`config.mk`:
```
export PLATFORM = sky130hd
export DESIGN_NAME = mc_control_fsm
export DESIGN_NICKNAME = d
export VERILOG_FILES = /design/src/rtl/mc_ctrl_pkg.sv /design/src/rtl/mc_timeout_counter.sv /design/src/rtl/mc_control_fsm.sv
export SDC_FILE = /design/constraint.sdc
export NUM_CORES = 1
export LEC_CHECK = 0
export ABC_AREA = 0
export ABC_CLOCK_PERIOD_IN_PS = 2100
export CAP_MARGIN = 20
export CELL_PAD_IN_SITES_DETAIL_PLACEMENT = 1
export CELL_PAD_IN_SITES_GLOBAL_PLACEMENT = 1
export CORE_UTILIZATION = 44
export CTS_CLUSTER_SIZE = 20
export DETAILED_ROUTE_END_ITERATION = 8
export DONT_BUFFER_PORTS = 1
export PLACE_DENSITY_LB_ADDON = 0.1
export SYNTH_ARGS = -nofsm -noshare
export SYNTH_HDL_FRONTEND = slang
export SYNTH_SLANG_ARGS = --single-unit
```
`constraint.sdc`:
```
create_clock -name clk -period 2.1 [get_ports clk]
set_input_delay 0.525 -clock clk [delete_from_list [all_inputs] [get_ports clk]]
set_output_delay 0.525 -clock clk [all_outputs]
set_load 0.005 [all_outputs]
```
`src/rtl/mc_ctrl_pkg.sv`:
```
// Shared definitions for the multi-cycle control FSM: state codes, opcodes, mux selects.
// MC_CTRL_JAL_EN adds the JAL state code.
package mc_ctrl_pkg;

  localparam int unsigned OPC_W   = 7;
  localparam int unsigned STATE_W = 4;
  localparam int unsigned SEL_W   = 2;

  typedef enum logic [STATE_W-1:0] {
    S_FETCH    = 4'd0,
    S_DECODE   = 4'd1,
    S_MEM_ADDR = 4'd2,
    S_MEM_RD   = 4'd3,
    S_MEM_WB   = 4'd4,
    S_MEM_WR   = 4'd5,
    S_EXEC_R   = 4'd6,
    S_EXEC_I   = 4'd7,
    S_ALU_WB   = 4'd8,
    S_BRANCH   = 4'd9,
`ifdef MC_CTRL_JAL_EN
    S_JAL      = 4'd10,
`endif
    S_ERROR    = 4'd15
  } state_t;

  localparam logic [OPC_W-1:0] OPC_LOAD   = 7'b0000011;
  localparam logic [OPC_W-1:0] OPC_STORE  = 7'b0100011;
  localparam logic [OPC_W-1:0] OPC_R      = 7'b0110011;
  localparam logic [OPC_W-1:0] OPC_I      = 7'b0010011;
  localparam logic [OPC_W-1:0] OPC_BRANCH = 7'b1100011;
  localparam logic [OPC_W-1:0] OPC_JAL    = 7'b1101111;

  localparam logic [SEL_W-1:0] MTR_ALUOUT = 2'b00;
  localparam logic [SEL_W-1:0] MTR_MDR    = 2'b01;
  localparam logic [SEL_W-1:0] MTR_PC     = 2'b10;

  localparam logic [SEL_W-1:0] SRCA_PC    = 2'b00;
  localparam logic [SEL_W-1:0] SRCA_RS1   = 2'b01;
  localparam logic [SEL_W-1:0] SRCA_OLDPC = 2'b10;

  localparam logic [SEL_W-1:0] SRCB_RS2   = 2'b00;
  localparam logic [SEL_W-1:0] SRCB_FOUR  = 2'b01;
  localparam logic [SEL_W-1:0] SRCB_IMM   = 2'b10;

  localparam logic [SEL_W-1:0] ALUOP_ADD    = 2'b00;
  localparam logic [SEL_W-1:0] ALUOP_BRANCH = 2'b01;
  localparam logic [SEL_W-1:0] ALUOP_FUNCT  = 2'b10;

  localparam logic [SEL_W-1:0] PCSRC_ALU    = 2'b00;
  localparam logic [SEL_W-1:0] PCSRC_ALUOUT = 2'b01;

  typedef struct packed {
    logic             pc_write;
    logic             ir_write;
    logic             reg_write;
    logic             mem_read;
    logic             mem_write;
    logic             iord;
    logic [SEL_W-1:0] mem_to_reg;
    logic [SEL_W-1:0] alu_src_a;
    logic [SEL_W-1:0] alu_src_b;
    logic [SEL_W-1:0] alu_op;
    logic [SEL_W-1:0] pc_src;
    logic             err;
  } ctrl_t;

  localparam ctrl_t CTRL_IDLE = '0;

  // States that wait on the memory handshake and are subject to the timeout
  function automatic logic is_mem_wait(input state_t s);
    return (s == S_FETCH) || (s == S_MEM_RD) || (s == S_MEM_WR);
  endfunction

endpackage

```
`src/rtl/mc_timeout_counter.sv`:
```
// Counts memory wait cycles; expired flags the wait cycle that would reach the limit.
// A limit of 0 never expires.
module mc_timeout_counter #(
  parameter int unsigned CNT_W = 4
) (
  input  logic             clk,
  input  logic             rst_n,
  input  logic             clear,
  input  logic             enable,
  input  logic [CNT_W-1:0] limit,
  output logic             expired
);

  localparam int unsigned EXT_W = CNT_W + 1;

  logic [CNT_W-1:0] count_q;

  always_ff @(posedge clk or negedge rst_n) begin
    if (!rst_n) begin
      count_q <= '0;
    end else if (clear) begin
      count_q <= '0;
    end else if (enable) begin
      count_q <= count_q + CNT_W'(1);
    end
  end

  // Extended compare so count+1 cannot wrap onto the limit
  assign expired = enable && (limit != '0) &&
                   ((EXT_W'(count_q) + EXT_W'(1)) == EXT_W'(limit));

endmodule

```
`src/rtl/mc_control_fsm.sv`:
```
// Multi-cycle processor control FSM (Moore) with memory-wait timeout and sticky error.
// Define MC_CTRL_JAL_EN to decode JAL; otherwise it is treated as an illegal opcode.
module mc_control_fsm
  import mc_ctrl_pkg::*;
#(
  parameter int unsigned MEM_TIMEOUT = 15,
  parameter int unsigned CNT_W       = 4
) (
  input  logic             clk,
  input  logic             rst_n,
  input  logic [OPC_W-1:0] opcode,
  input  logic             zero,
  input  logic             mem_ready,
  output logic             pc_write,
  output logic             ir_write,
  output logic             reg_write,
  output logic             mem_read,
  output logic             mem_write,
  output logic             iord,
  output logic [SEL_W-1:0] mem_to_reg,
  output logic [SEL_W-1:0] alu_src_a,
  output logic [SEL_W-1:0] alu_src_b,
  output logic [SEL_W-1:0] alu_op,
  output logic [SEL_W-1:0] pc_src,
  output logic [STATE_W-1:0] state,
  output logic             err
);

  state_t state_q, state_d;
  logic   active_q;
  ctrl_t  ctrl, ctrl_out;
  logic   mem_wait, tmo_clear, tmo_en, tmo_expired;

  // active_q holds outputs at zero until the first edge after reset release
  always_ff @(posedge clk or negedge rst_n) begin
    if (!rst_n) begin
      state_q  <= S_FETCH;
      active_q <= 1'b0;
    end else begin
      active_q <= 1'b1;
      if (active_q) begin
        state_q <= state_d;
      end
    end
  end

  assign mem_wait  = active_q && is_mem_wait(state_q);
  assign tmo_en    = mem_wait && !mem_ready;
  assign tmo_clear = !mem_wait || mem_ready;

  mc_timeout_counter #(
    .CNT_W (CNT_W)
  ) u_tmo (
    .clk     (clk),
    .rst_n   (rst_n),
    .clear   (tmo_clear),
    .enable  (tmo_en),
    .limit   (CNT_W'(MEM_TIMEOUT)),
    .expired (tmo_expired)
  );

  always_comb begin
    state_d = state_q;
    ctrl    = CTRL_IDLE;
    case (state_q)
      S_FETCH: begin
        ctrl.mem_read  = 1'b1;
        ctrl.iord      = 1'b0;
        ctrl.alu_src_a = SRCA_PC;
        ctrl.alu_src_b = SRCB_FOUR;
        ctrl.alu_op    = ALUOP_ADD;
        ctrl.pc_src    = PCSRC_ALU;
        ctrl.ir_write  = mem_ready;
        ctrl.pc_write  = mem_ready;
        if (mem_ready) begin
          state_d = S_DECODE;
        end else if (tmo_expired) begin
          state_d = S_ERROR;
        end
      end
      S_DECODE: begin
        ctrl.alu_src_a = SRCA_OLDPC;
        ctrl.alu_src_b = SRCB_IMM;
        ctrl.alu_op    = ALUOP_ADD;
        case (opcode)
          OPC_LOAD, OPC_STORE: state_d = S_MEM_ADDR;
          OPC_R:               state_d = S_EXEC_R;
          OPC_I:               state_d = S_EXEC_I;
          OPC_BRANCH:          state_d = S_BRANCH;
`ifdef MC_CTRL_JAL_EN
          OPC_JAL:             state_d = S_JAL;
`endif
          default:             state_d = S_ERROR;
        endcase
      end
      S_MEM_ADDR: begin
        ctrl.alu_src_a = SRCA_RS1;
        ctrl.alu_src_b = SRCB_IMM;
        ctrl.alu_op    = ALUOP_ADD;
        state_d = (opcode == OPC_LOAD) ? S_MEM_RD : S_MEM_WR;
      end
      S_MEM_RD: begin
        ctrl.mem_read = 1'b1;
        ctrl.iord     = 1'b1;
        if (mem_ready) begin
          state_d = S_MEM_WB;
        end else if (tmo_expired) begin
          state_d = S_ERROR;
        end
      end
      S_MEM_WB: begin
        ctrl.reg_write  = 1'b1;
        ctrl.mem_to_reg = MTR_MDR;
        state_d = S_FETCH;
      end
      S_MEM_WR: begin
        ctrl.mem_write = 1'b1;
        ctrl.iord      = 1'b1;
        if (mem_ready) begin
          state_d = S_FETCH;
        end else if (tmo_expired) begin
          state_d = S_ERROR;
        end
      end
      S_EXEC_R: begin
        ctrl.alu_src_a = SRCA_RS1;
        ctrl.alu_src_b = SRCB_RS2;
        ctrl.alu_op    = ALUOP_FUNCT;
        state_d = S_ALU_WB;
      end
      S_EXEC_I: begin
        ctrl.alu_src_a = SRCA_RS1;
        ctrl.alu_src_b = SRCB_IMM;
        ctrl.alu_op    = ALUOP_FUNCT;
        state_d = S_ALU_WB;
      end
      S_ALU_WB: begin
        ctrl.reg_write  = 1'b1;
        ctrl.mem_to_reg = MTR_ALUOUT;
        state_d = S_FETCH;
      end
      S_BRANCH: begin
        ctrl.alu_src_a = SRCA_RS1;
        ctrl.alu_src_b = SRCB_RS2;
        ctrl.alu_op    = ALUOP_BRANCH;
        ctrl.pc_src    = PCSRC_ALUOUT;
        ctrl.pc_write  = zero;
        state_d = S_FETCH;
      end
`ifdef MC_CTRL_JAL_EN
      S_JAL: begin
        ctrl.pc_write   = 1'b1;
        ctrl.pc_src     = PCSRC_ALUOUT;
        ctrl.reg_write  = 1'b1;
        ctrl.mem_to_reg = MTR_PC;
        state_d = S_FETCH;
      end
`endif
      S_ERROR: begin
        ctrl.err = 1'b1;
      end
      default: begin
        state_d = S_ERROR;
      end
    endcase
  end

  assign ctrl_out = active_q ? ctrl : CTRL_IDLE;

  assign pc_write   = ctrl_out.pc_write;
  assign ir_write   = ctrl_out.ir_write;
  assign reg_write  = ctrl_out.reg_write;
  assign mem_read   = ctrl_out.mem_read;
  assign mem_write  = ctrl_out.mem_write;
  assign iord       = ctrl_out.iord;
  assign mem_to_reg = ctrl_out.mem_to_reg;
  assign alu_src_a  = ctrl_out.alu_src_a;
  assign alu_src_b  = ctrl_out.alu_src_b;
  assign alu_op     = ctrl_out.alu_op;
  assign pc_src     = ctrl_out.pc_src;
  assign err        = ctrl_out.err;
  assign state      = STATE_W'(state_q);

endmodule

```
======== Word-level counts from Yosys, hierarchy flattened ========
Index checks and enable logic that the tools add are counted.
word-level totals
  flip-flop bits (word level) ............. 9
  input bits .............................. 11
  word-level logic and storage cells ...... 59
cells by class
  $add $sub $neg .......................... 2
  eq/ne operators ......................... 16
  muxes and demuxes ....................... 20
  bitwise operators ....................... 1
  reduce and logical (&&, ||, !) cells .... 17
operators by type and width
  kind                                                 count
  one-hot mux 6 bit (6 select lines)                   1
  one-hot mux 4 bit (8 select lines)                   1
  two-way mux 4 bit                                    6
  two-way mux 17 bit                                   1
  equality test 4 x 3 -> 1 bit, second input constant  4
  one-hot mux 4 bit (4 select lines)                   1
  equality test 7 x 6 -> 1 bit, second input constant  2
  equality test 4 bit, second input constant           3
  OR reduction 2 bit                                   5
  equality test 4 x 2 -> 1 bit, second input constant  2
  two-way mux 1 bit                                    8
  equality test 7 x 2 -> 1 bit, second input constant  1
  equality test 7 x 5 -> 1 bit, second input constant  1
  equality test 7 bit, second input constant           1
  adder 4 x 1 -> 5 bit, second input constant          1
  equality test 5 x 4 -> 1 bit, second input constant  1
  adder 4 x 1 -> 4 bit, second input constant          1
  equality test 4 x 1 -> 1 bit, second input constant  1
  logical NOT 4 bit                                    1
  logical AND 1 bit                                    3
  logical OR 1 bit                                     3
  two-way mux 3 bit                                    1
  OR reduction 3 bit                                   1
  logical NOT 1 bit                                    2
  4 further kinds                                      4

======== Longest topological paths before layout ========
  word-level depth ........................ 9
  mapped depth ............................ 6
  depth with buffers taken out ............ 6

======== Modules after synthesis ========
A second synthesis with hierarchy kept.
unflattened totals
  cell total of the unflattened synthesis .. 122
  area total of the unflattened synthesis .. 943.4 um^2
by module, submodules not included
  module              instances  cells each  area an instance (um^2)  sequential area each (um^2)
  mc_control_fsm      1          93          661.9                    125.1
  mc_timeout_counter  1          29          281.5                    100.1

======== Worst setup path after synthesis ========
No wires, ideal clock.
  path type ............................... register -> output
  start point ............................. reg state_q[2], in the netlist state[2]
  end point ............................... out pc_write
  data arrival time ....................... 1246 ps
  required time ........................... 1575 ps
  path slack .............................. 329 ps
  stages on the path, launching flop included .. 6
  cells stage by stage .................... dfrtp_1 > buf_2 > nor2_1 > and3_1 > and2_1 > a21o_1
on the way
  longest elaborated chain between the ends .. 3
RTL lines
  item                                                      RTL line               RTL
  start, declared                                           mc_control_fsm.sv:29   state_t state_q, state_d;
  start signal, assigned                                    mc_control_fsm.sv:42   state_q <= state_d;
  equality test 4 bit or logical NOT 4 bit (tied branches)  mc_control_fsm.sv:65   case (state_q)
  one-hot mux 1 bit (2 select lines) *                      mc_control_fsm.sv:65
  two-way mux 17 bit *                                      mc_control_fsm.sv:168  assign ctrl_out = active_q ? ctrl : CTRL_IDLE;
  end, declared                                             mc_control_fsm.sv:14   output logic pc_write,
Every way passes the cells marked *; elsewhere a longest branch is shown, timed or not.

======== Worst setup path after layout ========
  start point ............................. reg state_q[1], in the netlist state[1]
  end point ............................... out alu_src_b[1]
on the way
  longest elaborated chain between the ends .. 3
RTL lines
  item                                               RTL line               RTL
  equality test 4 bit, or another cell as far along  mc_control_fsm.sv:65
  one-hot mux 6 bit (6 select lines) *               mc_control_fsm.sv:65
  two-way mux 17 bit *                               mc_control_fsm.sv:168
  end, declared                                      mc_control_fsm.sv:22   output logic [SEL_W-1:0] alu_src_b,
Marked as above.

==> impl_metrics.env <==
export IMPL_syn_to_final_growth_pct=10.23
export IMPL_crit_fanout=8
export IMPL_synth_top_family_by_area="simple AND/OR/NAND/NOR gates"
export IMPL_worst_setup_path_start_kind="register"
export IMPL_via_per_inst=5.847
export IMPL_die_area_mm2=0.002301
export IMPL_cellLeakagePower_nw=0.4330
export IMPL_slew_headroom_pct=65.27
export IMPL_crit_type="reg2out"
export IMPL_die_h_um=47.97
export IMPL_hold_ws_ps=537.5
export IMPL_status="complete, no violations"
export IMPL_htree_num_levels=1
export IMPL_clock_fmax_ghz=0.4896
export IMPL_synth_top_area_share_pct=24.23
export IMPL_firstDrtPassIters=4
export IMPL_synth_edf_count=0
export IMPL_grt_usage_pct=21.16
export IMPL_drc_errors=0
export IMPL_drt_iter0_markers=6
export IMPL_ir_drop_v=0.0006327
export IMPL_worstMarginPinSlew_ps=507.8
export IMPL_setup_ws_ps=57.44
export IMPL_endpoint_kind="primary output"
export IMPL_clock_sinks=9
export IMPL_synth_xor_area_share_pct=4.711
export IMPL_n_antenna_cell=0
export IMPL_wirelength_um=2368
export IMPL_root_buffer="clkbuf_4"
export IMPL_hold_path_startpoint="opcode[6]"
export IMPL_gp_congestion=0.7494
export IMPL_pre_cts_ws_ps=194.2
export IMPL_ff2ff_path_depth=6
export IMPL_synth_cells=118
export IMPL_yosysTopAreaCell="dfrtp_1"
export IMPL_ys_flop_type="dfrtp_1"
export IMPL_hold_path_class="in2reg"
export IMPL_setup_viol=0
export IMPL_cts_clk_slew_worst_paths_ps=70
export IMPL_synth_simple_area_share_pct=33.78
export IMPL_worst_skew_pair_late_latency_ps=260
export IMPL_netlist_area_um2=929.6
export IMPL_wire_per_inst_um=15.79
export IMPL_ant_nets=0
export IMPL_nNetsFinal=137
export IMPL_synth_area_leaders="dfrtp_1, nor2_1, and3_1"
export IMPL_dpl_hpwl_um=1861
export IMPL_grt_pass1_wl_um=3339
export IMPL_io_pins=32
export IMPL_synth_area_per_cell_um2=7.878
export IMPL_grt_antenna_before_repair=0
export IMPL_synthTopCellsByCount="nor2_1, and3_1, dfrtp_1, nand2_1, nor3_1"
export IMPL_synth_ff_latch_count=9
export IMPL_cts_made_buffers=3
export IMPL_p_total_mw=1.177
export IMPL_die_w_um=47.97
export IMPL_yosysMostFrequentCell="nor2_1"
export IMPL_rsz0062_at_grt="no"
export IMPL_synth_cell_types=43
export IMPL_arrival_ps=1520
export IMPL_portBuffers=0
export IMPL_first_global_vias=754
export IMPL_r2r_end="state[2]"
export IMPL_drive_above_1_share_pct=17.07
export IMPL_reg2reg_setup_slack_ps=290
export IMPL_skew_ps=8.195
export IMPL_r2r_start="state[1]"
export IMPL_finalCritPeriodShare_pct=97.26
export IMPL_hold_depth=2
export IMPL_final_core_util_pct=51.70
export IMPL_drv_slew=0
export IMPL_grt_overflow=0
export IMPL_clk_path_buf_depth=2
export IMPL_drv_cap=0
export IMPL_start_util_pct=46.91
export IMPL_vias=877
export IMPL_synth_seq_area_share_pct=24.23
export IMPL_ys_warn_count=0
export IMPL_hold_path_endpoint="state[2]"
export IMPL_rows=16
export IMPL_cts_tree="built"
export IMPL_p_per_area_mw_per_mm2=1148
export IMPL_finalHoldViolations=0
export IMPL_synth_area_mux_share_pct=1.077
export IMPL_synthAdderAreaFrac_pct=2.692
export IMPL_synth_compound_area_share_pct=24.36
export IMPL_finalCriticalPeriod_ps=2043
export IMPL_cp_required_ps=1570
export IMPL_grt_max_degree=18
export IMPL_finalSetupTns_ps=0
export IMPL_core_mm2=0.001982
export IMPL_async_flop_share_pct=100.0
[sequential cells by signal, indices dropped and copies added (netlist names)]
| name | count |
|---|---|
| active_q | 1 |
| u_tmo.count_q | 4 |
| state | 4 |
[timing repair]
action | 4_1_cts | 5_1_grt
buffers inserted | 0 | 0
endpoints found under the hold margin | 9 | 0
resized for setup | 0 | 5
setup endpoints to repair | 0 | 5
hold buffers | 1 | 0
[cells in the final DEF, fill, tap and decap left out, drive strengths merged, types with 2 or more instances in the layout]
master and count:
a21oi 4, a21boi 2, o21a 2, nor2 16
nor3 6, o32a 2, nand2 7, xor2 3
inv 4, nand4bb 2, a211oi 3, nor2b 5
a2111oi 2, buf 10, and3 9, o21ai 6
dfrtp 9, and3b 2, clkbuf 4, xnor2 2
conb 3, ha 2, nand3 2
[cell type report]
type / count / area (µm²)
multi-input cells: 95 / 635.6
fillers: 252 / 957.2
inverters: 4 / 15.01
clock buffers: 4 / 26.28
repair buffers: 11 / 85.08
well taps: 27 / 33.78
flip-flops and latches: 9 / 229.0
[power by group]
group          internal (mW)  switching, mW  total [mW]  leakage, nW
Sequential             0.220         0.0961       0.316        0.109
Clock                 0.0733         0.0649       0.138       0.0150
Combinational          0.321          0.402       0.723        0.309
[layer usage]
metal	share of wire (%)	track usage, %	vias to the layer above
met4	0.51	6.667	0
met1	43	25.98	426
met5	0	0	-
met3	3.9	3.396	2
met2	52	37.57	25
li1	-	-	424
[worst max-delay path: stages, from the launching register on]
cell	delay, ps
dfrtp_1	460
buf_4	210
buf_4	160
nor2_1	200
a21oi_1	60
nor2_1	150
[stage by stage]
step	instance area, µm²	instances
2_1_floorplan	933.4	119
3_3_place_gp	979.7	145
3_5_place_dp	979.7	145
4_1_cts	1016	150
5_1_grt	1025	150
6_report	1025	150
[worst max path at each step]
stage                         endpoint  slack (ps)  startpoint
after floorplan               pc_write         330    state[2]
after global placement        state[1]         250   opcode[2]
after detailed placement      state[1]         190   opcode[2]
after CTS                     pc_write          20    state[0]
after global routing      alu_src_b[1]           1    state[1]
final                     alu_src_b[1]          60    state[1]
[cells by family (layout without fill, tap and decap cells)]
family	count (synthesis)	in the layout
simple gates	55	55
buf+inv	15	19
xor+xnor	5	5
fa+ha+maj	2	2
compound gates	29	29
other cells	2	3
mux	1	1
flops	9	9
Note: power is estimated with default switching activity, not from simulation.
